==> src/rtl/piso_serializer.sv <==
// Parallel-in, serial-out transmitter: frames a held WIDTH-bit word onto Sout,
// optionally followed by an even-parity bit, with a one-cycle Done pulse after each frame.
module piso_serializer #(
  parameter int WIDTH     = 8,
  parameter int MSB_FIRST = 0,
  parameter int PARITY    = 0
) (
  input  logic             Clk,
  input  logic             Rst,
  input  logic [WIDTH-1:0] D,
  input  logic             Load,
  output logic             Ready,
  output logic             Sout,
  output logic             Sfrm,
  output logic             Done
);

  localparam int CW = $clog2(WIDTH + 1);
  localparam int N  = WIDTH + PARITY;
  localparam logic [CW-1:0] LAST_BIT  = CW'(N - 1);
  localparam logic [CW-1:0] LAST_DATA = CW'(WIDTH - 1);

  typedef enum logic [1:0] {
    IDLE  = 2'd0,
    SHIFT = 2'd1,
    GAP   = 2'd2
  } state_t;

  state_t            state_r;
  logic [WIDTH-1:0]  shift_r;
  logic [CW-1:0]     cnt_r;
  logic              par_r;
  logic [WIDTH-1:0]  shifted_s;
  logic              out_bit_s;
  logic              par_nxt_s;

  // Bit at the head of the word in transmission order.
  function automatic logic head_bit(input logic [WIDTH-1:0] v);
    if (MSB_FIRST != 0) begin
      head_bit = v[WIDTH-1];
    end else begin
      head_bit = v[0];
    end
  endfunction

  // Even-parity accumulator update with one data bit.
  function automatic logic parity_step(input logic acc, input logic b);
    parity_step = acc ^ b;
  endfunction

  // Next shift-register contents and parity including the bit now on the line.
  always_comb begin
    shifted_s = shift_r;
    out_bit_s = head_bit(shift_r);
    par_nxt_s = par_r;
    if (MSB_FIRST != 0) begin
      shifted_s = shift_r << 1'b1;
    end else begin
      shifted_s = shift_r >> 1'b1;
    end
    if (cnt_r <= LAST_DATA) begin
      par_nxt_s = parity_step(par_r, out_bit_s);
    end else begin
      par_nxt_s = par_r;
    end
  end

  // Transfer FSM with registered handshake and line outputs.
  always_ff @(posedge Clk) begin
    if (Rst) begin
      state_r <= IDLE;
      shift_r <= '0;
      cnt_r   <= '0;
      par_r   <= 1'b0;
      Ready   <= 1'b1;
      Sout    <= 1'b0;
      Sfrm    <= 1'b0;
      Done    <= 1'b0;
    end else begin
      case (state_r)
        IDLE: begin
          Done <= 1'b0;
          if (Load) begin
            shift_r <= D;
            cnt_r   <= '0;
            par_r   <= 1'b0;
            Sout    <= head_bit(D);
            Sfrm    <= 1'b1;
            Ready   <= 1'b0;
            state_r <= SHIFT;
          end else begin
            Ready <= 1'b1;
            Sout  <= 1'b0;
            Sfrm  <= 1'b0;
          end
        end
        SHIFT: begin
          shift_r <= shifted_s;
          par_r   <= par_nxt_s;
          cnt_r   <= cnt_r + CW'(1'b1);
          if (cnt_r == LAST_BIT) begin
            state_r <= GAP;
            Sfrm    <= 1'b0;
            Sout    <= 1'b0;
            Done    <= 1'b1;
          end else if (cnt_r == LAST_DATA) begin
            // Only reachable with parity enabled: the next bit is the parity bit.
            Sout <= par_nxt_s;
          end else begin
            Sout <= head_bit(shifted_s);
          end
        end
        GAP: begin
          Done    <= 1'b0;
          Ready   <= 1'b1;
          Sout    <= 1'b0;
          Sfrm    <= 1'b0;
          state_r <= IDLE;
        end
        default: begin
          state_r <= IDLE;
          Ready   <= 1'b1;
          Sout    <= 1'b0;
          Sfrm    <= 1'b0;
          Done    <= 1'b0;
        end
      endcase
    end
  end

endmodule

==> config.mk <==
export PLATFORM = sky130hd
export DESIGN_NAME = piso_serializer
export DESIGN_NICKNAME = d
export VERILOG_FILES = /design/src/rtl/piso_serializer.sv
export SDC_FILE = /design/constraint.sdc
export NUM_CORES = 1
export LEC_CHECK = 0
export BUFFER_PORTS_ARGS = -buffer_cell sky130_fd_sc_hd__buf_2
export CORE_MARGIN = 10
export CORE_UTILIZATION = 55
export DETAILED_ROUTE_END_ITERATION = 10
export GPL_TIMING_DRIVEN = 1
export PLACE_DENSITY = 0.84
export SYNTH_ARGS = -nofsm -noshare
export SYNTH_HDL_FRONTEND = slang
export SYNTH_SLANG_ARGS = --single-unit
==> constraint.sdc <==
create_clock -name Clk -period 2.51 [get_ports Clk]
set_input_delay 0 -clock Clk [delete_from_list [all_inputs] [get_ports Clk]]
set_output_delay 0 -clock Clk [all_outputs]
set_load 0.02 [all_outputs]
==> metrics.yaml <==
sta:
  min_period_over_period_pct: 58.11
  hold_viol: 0
  fmax_mhz: 685.6
  fin_tns_setup_ns: 0
  slew_violations: 0
  clock_skew_ns: 0.0002779
  finalSetupViolations: 0
  fin_crit_ns: 1.459
  slew_headroom_pct: 70.59
  rsz0062_at_grt: "no"
  tightestPinTransition_ns: 0.4406
run:
  max_cap_violations: 0
cts:
  cts_max_level: 1
  postCtsSetupBuffers: 0
  clk_path_buf_depth: 2
  cts-resized-gates: 0
  cts.root.buffer_cell: "clkbuf_4"
  numCtsBuffers: 3
  clock-sinks: 17
  clock_latency_ns: 0.29
  cts_tree: "done"
  hold_buffers: 0
  clk_pin_slew_ns: 0.09
setup_path:
  crit_chain: "buf_4, nand2b_1, or3_1, a31oi_1"
  crit_slowest_cell: "dfxtp_1"
  worstSetupEndpointType: "register"
  cp_data_arrival_time_ns: 1.69
  cp_num_buf_inv: 1
  rrSetupSlack_ns: 1.05
  ff2ff_path_depth: 4
  startpoint_type: "register"
  critical_path_class: "register to register"
  r2r-end: "cnt_r[3]"
  cp.required_ns: 2.74
  r2r_start: "state_r[0]"
  max_stage_delay_ns: 0.48
  cp_max_fo: 15
  path_delay_family: "simple AND/OR/NAND/NOR gates"
global_route:
  overflow: 0
  grt_start_max_net_pins: 18
  grt_util_all_layers_pct: 10.21
  grt_pass1_wl_um: 2780
  antenna_found_initial: 0
  first_global_vias: 633
route:
  ant_nets: 0
  drc: 0
  wl_per_cell_um: 14.70
  dr.pass1.iters: 4
  drt-initial-drc-count: 14
  viasPerCell: 5.955
  wl_um: 1632
  num_vias: 661
finish:
  layout_commonest_cell: "dfxtp_1"
  final_nets: 109
  fin_cells: 111
  final_layout_size_suffix_gt1_share_pct: 28.13
  final_area_um2: 883.3
  area_growth_pct: 8.951
  antenna_cells: 0
  mostFrequentLayoutCells: "dfxtp_1, buf_2, nor2_1"
place:
  gp_congestion: 0.7582
  dpl.cell_count: 107
  place_area_um2: 857.1
  place.port_buffers: 14
pwr:
  p_per_area_nw_per_um2: 590.3
  vdd_ir_drop_max_uv: 360.6
  leakage_nw: 0.3564
  power_mw: 0.5214
yosys:
  yosys.area_share.simple_pct: 20.37
  synthMuxAreaShare_pct: 6.173
  synth_edf_count: 0
  avgSynthCellArea_um2: 9.652
  synth_compound_area_share_pct: 23.30
  async_flop_share_pct: 0
  ys_seq_area_share_pct: 41.98
  yosysTopAreaCell: "dfxtp_1"
  netlist_area_um2: 810.8
  yosysWarnings: 0
  synth_fa_ha_area_share_pct: 1.543
  syn_nets: 96
  synth_top_family_by_area: "compound AO/OA/AOI/OAI gates"
  yosysUniqueCellTypes: 28
  synth_cells: 84
  synth_xor_xnor_area_share_pct: 0
  ys_top_cells_by_area: "dfxtp_1, a211oi_2, mux2i_1"
  yosysTopAreaCellShare_pct: 41.98
  ys.flop_type: "dfxtp_1"
  synth-seq-cells: 17
run_status:
  status: "completed"
floorplanning:
  dieHeight_um: 58.40
  rows: 13
  start_util_pct: 60.06
  die_area_um2: 3410
  pin_count: 15
  chipWidth_um: 58.40
  core_um2: 1350
hold_path:
  holdCritPathClass: "input pin to register"
  min_from: "D[5]"
  min_to: "shift_r[5]"
  min_path_cells: 3
==> per-layer routing <==
layer | global-route usage, % | up-vias | routed length, um
met2 | 17.91 | 17 | 777
met5 | 0 | - | 0
li1 | - | 324 | -
met4 | 6.040 | 0 | 34
met3 | 3.433 | 5 | 101
met1 | 10.18 | 315 | 718
==> kinds of logic after synthesis <==
group                    count (synthesis)
AO/OA/AOI/OAI                           21
multiplexers                             5
adder cells (fa/ha/maj)                  1
buffers and inverters                    8
AND/OR/NAND/NOR                         32
flip-flops                              17
==> per-stage QoR <==
step | util, % | setup WS [ns] | hold slack, ns
after floorplan | - | 1.366 | 0.2572
after global placement | 63.48 | 1.128 | 0.3725
after detailed placement | 63.48 | 1.056 | 0.3822
after CTS | 65.43 | 1.048 | 0.06140
after global routing | 65.43 | 0.9579 | 0.06704
final | 65.43 | 1.051 | 0.06763
==> cells in the mapped netlist (3+ instances only) <==
master and number:
nor3_1 4, nor2_1 11, mux2i_1 5, nand2_1 4
a31oi_1 3, dfxtp_1 17, buf_2 4, nor2b_1 3
a211oi_2 6, a21oi_1 5
==> worst reg2reg max path, delay by kind of cell, from the launching register on <==
| family | cells | cell delay, ns |
|---|---|---|
| flops | 1 | 0.48 |
| simple gates | 2 | 0.49 |
| compound gates | 1 | 0.16 |
| buf+inv | 1 | 0.27 |
==> flip-flops by register name, indices dropped and copies added, names as in the netlist <==
| register | count |
|---|---|
| shift_r | 7 |
| cnt_r | 4 |
| state_r | 2 |
| Done | 1 |
| Ready | 1 |
| Sfrm | 1 |
| Sout | 1 |
==> worst max path at each step <==
stage               start    endpoint  slack (ns)  cells past startpoint
3_5_place_dp   state_r[0]    cnt_r[3]        1.06                      4
6_report       state_r[0]    cnt_r[3]        1.05                      4
5_1_grt        state_r[0]    cnt_r[3]        0.96                      4
4_1_cts        state_r[0]    cnt_r[3]        1.05                      4
3_3_place_gp   state_r[0]    cnt_r[3]        1.13                      4
2_1_floorplan    cnt_r[0]  state_r[0]        1.37                      3
==> report_power, final <==
group          total, mW  switching [mW]  internal, mW
Combinational     0.0762          0.0412        0.0350
Sequential         0.297          0.0114         0.286
Clock              0.148          0.0863        0.0619
==> layout make-up <==
class | count | area (um^2)
Clock buffer | 4 | 26.28
Fill cell | 117 | 466.7
Inverter | 1 | 3.754
Timing Repair Buffer | 15 | 77.57
Sequential cell | 17 | 340.3
Multi-Input combinational cell | 59 | 416.7
Tap cell | 15 | 18.77
(Power assumes the default switching activity.)
